File: src/rtl/alu_mc_pkg.sv
// Shared opcode/state types and constants for alu_mc and its iterative datapath.
// The divider is present only when ALU_MC_DIV_EN is defined.
package alu_mc_pkg;

    typedef enum logic [3:0] {
        OP_ADD   = 4'd0,
        OP_SUB   = 4'd1,
        OP_AND   = 4'd2,
        OP_OR    = 4'd3,
        OP_NOT   = 4'd4,
        OP_PASSB = 4'd5,
        OP_SLT   = 4'd6,
        OP_MUL   = 4'd7,
        OP_DIVU  = 4'd8
    } alu_op_t;

    typedef enum logic [1:0] {
        ST_IDLE = 2'd0,
        ST_MUL  = 2'd1,
        ST_DIV  = 2'd2,
        ST_HOLD = 2'd3
    } alu_state_t;

    // Result presented for an opcode the block does not implement.
    localparam logic ILLEGAL_FILL = 1'b0;
    localparam logic ILLEGAL_ERR  = 1'b1;
    localparam logic ILLEGAL_ZERO = 1'b1;

    function automatic int cnt_width(input int w);
        return (w > 1) ? $clog2(w) : 1;
    endfunction

endpackage

File: src/rtl/alu_mc_iter.sv
// Shared one-bit-per-cycle engine for unsigned MUL (shift-add) and DIVU (restoring).
// The divide datapath is compiled in only when ALU_MC_DIV_EN is defined.
module alu_mc_iter
    import alu_mc_pkg::*;
#(
    parameter int WIDTH = 16
) (
    input  logic             clk,
    input  logic             rst,
    input  logic             start_i,
    input  logic             div_i,
    input  logic [WIDTH-1:0] a_i,
    input  logic [WIDTH-1:0] b_i,
    output logic             done_o,
    output logic [WIDTH-1:0] lo_o,
    output logic [WIDTH-1:0] hi_o,
    output logic             dz_o
);

    localparam int CW = cnt_width(WIDTH);
    localparam logic [CW-1:0] LAST = CW'(WIDTH - 1);

    logic             busy_q;
    logic             mode_q;
    logic [CW-1:0]    cnt_q;
    logic [WIDTH-1:0] acc_q;
    logic [WIDTH-1:0] sh_q;
    logic [WIDTH-1:0] opb_q;
    logic [WIDTH-1:0] acc_d;
    logic [WIDTH-1:0] sh_d;
    logic [WIDTH:0]   addend_s;
    logic [WIDTH:0]   sum_s;
`ifdef ALU_MC_DIV_EN
    logic [WIDTH:0]   shifted_s;
    logic [WIDTH:0]   trial_s;
`endif

    // One iteration: MUL shifts {acc,sh} right after a conditional add, DIV shifts left and trial-subtracts.
    always_comb begin
        acc_d    = acc_q;
        sh_d     = sh_q;
        addend_s = '0;
        sum_s    = '0;
`ifdef ALU_MC_DIV_EN
        shifted_s = '0;
        trial_s   = '0;
`endif
        if (mode_q == 1'b0) begin
            if (sh_q[0]) begin
                addend_s = {1'b0, opb_q};
            end else begin
                addend_s = '0;
            end
            sum_s = {1'b0, acc_q} + addend_s;
            acc_d = sum_s[WIDTH:1];
            sh_d  = {sum_s[0], sh_q[WIDTH-1:1]};
        end else begin
`ifdef ALU_MC_DIV_EN
            // A zero divisor always "fits", giving all-ones quotient and remainder equal to the dividend.
            shifted_s = {acc_q, sh_q[WIDTH-1]};
            trial_s   = shifted_s - {1'b0, opb_q};
            if (shifted_s >= {1'b0, opb_q}) begin
                acc_d = trial_s[WIDTH-1:0];
                sh_d  = {sh_q[WIDTH-2:0], 1'b1};
            end else begin
                acc_d = shifted_s[WIDTH-1:0];
                sh_d  = {sh_q[WIDTH-2:0], 1'b0};
            end
`else
            acc_d = acc_q;
            sh_d  = sh_q;
`endif
        end
    end

    // Operand capture on start, then WIDTH iterations counted 0..WIDTH-1.
    always_ff @(posedge clk) begin
        if (rst) begin
            busy_q <= 1'b0;
            mode_q <= 1'b0;
            cnt_q  <= '0;
            acc_q  <= '0;
            sh_q   <= '0;
            opb_q  <= '0;
        end else if (start_i) begin
            busy_q <= 1'b1;
            mode_q <= div_i;
            cnt_q  <= '0;
            acc_q  <= '0;
            sh_q   <= a_i;
            opb_q  <= b_i;
        end else if (busy_q) begin
            acc_q <= acc_d;
            sh_q  <= sh_d;
            if (cnt_q == LAST) begin
                busy_q <= 1'b0;
                cnt_q  <= '0;
            end else begin
                cnt_q <= cnt_q + CW'(1);
            end
        end
    end

    assign done_o = busy_q && (cnt_q == LAST);
    assign lo_o   = sh_d;
    assign hi_o   = acc_d;
`ifdef ALU_MC_DIV_EN
    assign dz_o   = mode_q && (opb_q == '0);
`else
    assign dz_o   = 1'b0;
`endif

endmodule

File: src/rtl/alu_mc.sv
// Multi-cycle EX-stage ALU with valid/ready handshake and registered results.
// Defining ALU_MC_DIV_EN adds unsigned divide (opcode 8); otherwise opcode 8 is illegal.
module alu_mc
    import alu_mc_pkg::*;
#(
    parameter int WIDTH = 16
) (
    input  logic             clk,
    input  logic             rst,
    input  logic             in_valid,
    output logic             in_ready,
    input  logic [WIDTH-1:0] ina,
    input  logic [WIDTH-1:0] inb,
    input  logic [3:0]       op,
    output logic             out_valid,
    input  logic             out_ready,
    output logic [WIDTH-1:0] out,
    output logic [WIDTH-1:0] out_hi,
    output logic             zero,
    output logic             err
);

    alu_state_t       state_q;
    logic [WIDTH-1:0] out_q;
    logic [WIDTH-1:0] out_hi_q;
    logic             zero_q;
    logic             err_q;

    alu_op_t          op_s;
    logic [WIDTH-1:0] res_d;
    logic             err_d;
    logic             go_mul_s;
    logic             go_div_s;
    logic             accept_s;
    logic             start_s;
    logic             iter_done_s;
    logic [WIDTH-1:0] iter_lo_s;
    logic [WIDTH-1:0] iter_hi_s;
    logic             iter_dz_s;

    assign op_s     = alu_op_t'(op);
    assign in_ready = (state_q == ST_IDLE) || ((state_q == ST_HOLD) && out_ready);
    assign accept_s = in_valid && in_ready;
    assign start_s  = accept_s && (go_mul_s || go_div_s);

    // Single-cycle result and long-op decode; only ever feeds registers.
    always_comb begin
        res_d    = '0;
        err_d    = 1'b0;
        go_mul_s = 1'b0;
        go_div_s = 1'b0;
        case (op_s)
            OP_ADD:   res_d = ina + inb;
            OP_SUB:   res_d = inb - ina;
            OP_AND:   res_d = ina & inb;
            OP_OR:    res_d = ina | inb;
            OP_NOT:   res_d = ~ina;
            OP_PASSB: res_d = inb;
            OP_SLT:   res_d = {{(WIDTH-1){1'b0}}, ($signed(ina) < $signed(inb))};
            OP_MUL:   go_mul_s = 1'b1;
`ifdef ALU_MC_DIV_EN
            OP_DIVU:  go_div_s = 1'b1;
`endif
            default: begin
                res_d = {WIDTH{ILLEGAL_FILL}};
                err_d = ILLEGAL_ERR;
            end
        endcase
    end

    alu_mc_iter #(
        .WIDTH (WIDTH)
    ) u_iter (
        .clk     (clk),
        .rst     (rst),
        .start_i (start_s),
        .div_i   (go_div_s),
        .a_i     (ina),
        .b_i     (inb),
        .done_o  (iter_done_s),
        .lo_o    (iter_lo_s),
        .hi_o    (iter_hi_s),
        .dz_o    (iter_dz_s)
    );

    // Control FSM and result registers; a reset mid-iteration drops the operation.
    always_ff @(posedge clk) begin
        if (rst) begin
            state_q  <= ST_IDLE;
            out_q    <= '0;
            out_hi_q <= '0;
            zero_q   <= 1'b1;
            err_q    <= 1'b0;
        end else begin
            case (state_q)
                ST_IDLE, ST_HOLD: begin
                    if (accept_s) begin
                        if (go_div_s) begin
                            state_q <= ST_DIV;
                        end else if (go_mul_s) begin
                            state_q <= ST_MUL;
                        end else begin
                            state_q  <= ST_HOLD;
                            out_q    <= res_d;
                            out_hi_q <= '0;
                            zero_q   <= err_d ? ILLEGAL_ZERO : (res_d == '0);
                            err_q    <= err_d;
                        end
                    end else if ((state_q == ST_HOLD) && out_ready) begin
                        state_q <= ST_IDLE;
                    end else begin
                        state_q <= state_q;
                    end
                end
`ifdef ALU_MC_DIV_EN
                ST_MUL, ST_DIV: begin
`else
                ST_MUL: begin
`endif
                    if (iter_done_s) begin
                        state_q  <= ST_HOLD;
                        out_q    <= iter_lo_s;
                        out_hi_q <= iter_hi_s;
                        zero_q   <= (iter_lo_s == '0);
                        err_q    <= iter_dz_s;
                    end else begin
                        state_q <= state_q;
                    end
                end
                default: state_q <= ST_IDLE;
            endcase
        end
    end

    assign out_valid = (state_q == ST_HOLD);
    assign out       = out_q;
    assign out_hi    = out_hi_q;
    assign zero      = zero_q;
    assign err       = err_q;

endmodule

File: config.mk
export PLATFORM = sky130hd
export DESIGN_NAME = alu_mc
export DESIGN_NICKNAME = d
export VERILOG_FILES = /design/src/rtl/alu_mc_pkg.sv /design/src/rtl/alu_mc_iter.sv /design/src/rtl/alu_mc.sv
export SDC_FILE = /design/constraint.sdc
export NUM_CORES = 1
export LEC_CHECK = 0
export ABC_CLOCK_PERIOD_IN_PS = 6100
export CAP_MARGIN = 30
export CELL_PAD_IN_SITES_DETAIL_PLACEMENT = 0
export CELL_PAD_IN_SITES_GLOBAL_PLACEMENT = 1
export CORE_AREA = 3 3 130 132
export CTS_CLUSTER_DIAMETER = 80
export CTS_CLUSTER_SIZE = 16
export DETAILED_ROUTE_END_ITERATION = 6
export DIE_AREA = 0 0 133 135
export PLACE_DENSITY = 0.89
export SLEW_MARGIN = 20
export SYNTH_ARGS = -nofsm -noshare
export SYNTH_HDL_FRONTEND = slang
export SYNTH_SLANG_ARGS = --single-unit
File: constraint.sdc
create_clock -name clk -period 6.1 [get_ports clk]
set_input_delay 1.525 -clock clk [delete_from_list [all_inputs] [get_ports clk]]
set_output_delay 1.525 -clock clk [all_outputs]
set_load 0.02 [all_outputs]
==> run_results.csv <==
group,metric,value,unit
route,vias,6273,
finish,nets,1036,
route,finalWirelength,18900,um
synthesis,syn_area,6830,um^2
synthesis,ys_ff_latch,89,
clock_network,cts_resized,0,
route,drt-initial-drc-count,511,
power,power_density,223,nW/um^2
critical_path,cpMaxStageDelayCell,"clkdlybuf4s50_1",
critical_path,crit_path_start_kind,"input pin",
synthesis,synthTopCellsByArea,"dfxtp_1 (26%), ha_1 (16%), a21oi_1 (5.4%)",
clock_network,root_buffer,"clkbuf_16",
global_routing,antenna_found_initial,0,
synthesis,synth.distinct_cells,71,
place,hpwl,14400,um
die,die_area,18000,um^2
timing,period_needed,5.04,ns
synthesis,synth-edff-count,0,
synthesis,ys_async_sr_fraction,0,%
finish,antenna_cells,0,
finish,syn_to_final_growth,19.2,%
clock_network,htree_levels,3,
synthesis,ys.flop_type,"dfxtp_1",
die,initial_utilization,43.1,%
route,drtAntennaViolNets,0,
die,ios,76,
run,maxCapViolCount,0,
critical_path,worstPathRequired,6.36,ns
place,portBuffers,75,
synthesis,ys_warn_count,0,
critical_path,worstSetupPathType,"input pin to register",
timing,max_freq,0.199,GHz
clock_network,cts_hold_buf,0,
place,gp_congestion,0.928,
die,row_count,46,
timing,grt_setup_unrepaired,"no",
die,core,15800,um^2
global_routing,grt_max_degree,71,
global_routing,grt_pass1_vias,5817,
die,die_height,135,um
outcome,status,"finished, final reports clean",
synthesis,syn-num-nets,981,
clock_network,cts_tree,"yes",
synthesis,netlist.area_leader.share,26.1,%
finish,drive_gt1_share,5.69,%
route,routedWlPerCell,16.7,um
clock_network,cts_made_buffers,9,
timing,slew_headroom,44.4,%
finish,fill_cells,1545,
hold_path,min_path_type,"register to register",
synthesis,yosysSeqAreaShare,26.1,%
timing,fin_tns_setup,0,ns
clock_network,insertion_delay,0.34,ns
finish,fin_util,51.4,%
finish,regArea,1780,um^2
clock_network,clock-sinks,89,
critical_path,worstPathArrival,5.30,ns
critical_path,critPathCaptureType,"register",
timing,setup_viol,0,
route,viasPerCell,5.55,
timing,drv_slew,0,
timing,skew,0.00495,ns
timing,worst_pin_slew,0.830,ns
global_routing,grt_overflow,0,
critical_path,crit_fanout,15,
power,leakagePower,3.28,nW
clock_network,clkTransAtPathRegs,0.06,ns
critical_path,cpMostUsedCell,"o31ai_2",
die,die_w,133,um
synthesis,synth_area_leader_cell,"dfxtp_1",
clock_network,clock_path_buffers,2,
clock_network,postCtsSetupBuffers,0,
timing,hold_viol,0,
critical_path,worstPathCellList,"clkdlybuf4s50_1, nor3_1, and2_1, buf_4, mux2_2, fa_1, nor2b_4, o31ai_2, a211oi_1, nor3_1, o31ai_2, mux2i_1, o21a_1, nand3_1, o31ai_2",
synthesis,syn_inst,854,
route,dr.pass1.iters,5,
finish,multi_input_area,4720,um^2
critical_path,crit_path_max_incr_delay,0.57,ns
global_routing,grt_first_pass_wirelength,30500,um
timing,fin_crit_sh,82.6,%
synthesis,avgSynthCellArea,7.99,um^2
route,drc_errors,0,
global_routing,grt_use_total,20.9,%
power,irDropWorstVdd,0.000129,V
-- through the flow --
| stage | area (um^2) | std cells | setup slack (ns) | power (W) | hold WS [ns] |
|---|---|---|---|---|---|
| floorplan | 6830 | 854 | 1.33 | 0.00101 | 0.432 |
| global placement | 7740 | 1109 | 0.847 | 0.00122 | 0.439 |
| detailed placement | 7760 | 1110 | 0.755 | 0.00122 | 0.445 |
| CTS | 8080 | 1126 | 1.08 | 0.00182 | 0.454 |
| global route | 8140 | 1130 | 0.673 | 0.00190 | 0.474 |
| finish | 8140 | 1130 | 1.06 | 0.00181 | 0.449 |
-- cells in the final DEF (no fill, tap or decap), types with 10 or more instances in the layout --
| master | netlist | final |
|---|---|---|
| a211oi_1 | 26 | 26 |
| a21o_1 | 12 | 12 |
| a21oi_1 | 74 | 74 |
| a22oi_1 | 16 | 16 |
| and2_1 | 18 | 18 |
| clkdlybuf4s50_1 | 0 | 74 |
| dfxtp_1 | 89 | 88 |
| ha_1 | 85 | 85 |
| inv_1 | 46 | 46 |
| mux2i_1 | 36 | 36 |
| nand2_1 | 86 | 86 |
| nand3_1 | 13 | 13 |
| nor2_1 | 95 | 95 |
| nor3_1 | 13 | 12 |
| o211ai_1 | 10 | 10 |
| o21ai_0 | 27 | 27 |
| xnor2_1 | 27 | 27 |
-- worst paths after layout --
check,cells past startpoint,slack (ns),from,endpoint
setup / recovery,15,1.06,op[1],zero
hold / removal,2,0.45,out[8],out[8]
setup reg to reg,8,2.79,state_q[0],zero
hold reg to reg,2,0.45,out[8],out[8]
-- power by group --
| group | total, W | switching, W | internal (W) |
|---|---|---|---|
| logic | 0.000571 | 0.000340 | 0.000231 |
| registers | 0.000649 | 0.0000310 | 0.000618 |
| clock network | 0.000593 | 0.000232 | 0.000361 |
| total | 0.00181 | 0.000603 | 0.00121 |
-- cells by family (layout without fill, tap and decap cells) --
logic type / count (synthesis) / count (layout) / share of synthesized area, %
flip-flops: 89 / 89 / 26.1
XOR/XNOR: 35 / 35 / 4.60
AND/OR/NAND/NOR: 285 / 285 / 19.8
multiplexers: 37 / 37 / 5.44
adder cells (fa/ha/maj): 87 / 87 / 16.2
buffers and inverters: 90 / 150 / 5.10
AO/OA/AOI/OAI: 231 / 231 / 22.8
-- final cells by class --
cell class	count	share of cell area, %
Multi-Input combinational cell	675	58.0
Tap cell	216	3.32
Timing Repair Buffer	87	10.7
Inverter	47	2.17
Clock buffer	10	2.81
Sequential cell	89	21.9
Clock inverter	6	1.11
-- cells in the mapped netlist (all sizes together) (3+ instances only) --
master	instances
nor4	8
nor2b	10
a31oi	9
and3	6
xor2	7
o31a	3
a211oi	27
dfxtp	89
o21a	3
nor3b	3
ha	85
nand2	86
buf	9
a21oi	75
inv	46
or2	7
clkbuf	34
a41oi	6
o21ai	31
o31ai	5
mux2i	36
nand2b	8
nor3	15
o211ai	10
nand3	13
o21bai	4
or3	6
and2	18
xnor2	28
a221oi	10
a21o	12
a22oi	16
nor2	95
o221ai	5
-- sequential cells by signal, indices dropped and copies added, names as in the netlist --
signal,count
state_q,2
out,16
err,1
u_iter.acc_q,16
zero,1
u_iter.sh_q,16
u_iter.busy_q,1
u_iter.opb_q,16
u_iter.cnt_q,4
out_hi,16
-- routing by layer --
metal	vias to the layer above	routed length [um]	track usage, %
li1	3154	-	-
met1	2925	9490	30.6
met2	165	8140	32.0
met3	29	892	2.57
met4	0	383	6.64
met5	-	0	0
-- worst max-delay path: cells and delay by family --
family                     cells  cell delay, ns
AOI/OAI and AO/OA              5            1.03
adders and majority gates      1            0.47
buffers and inverters          2            0.78
muxes                          2            0.62
and+or+nand+nor                5            0.87
(Power assumes the default switching activity.)
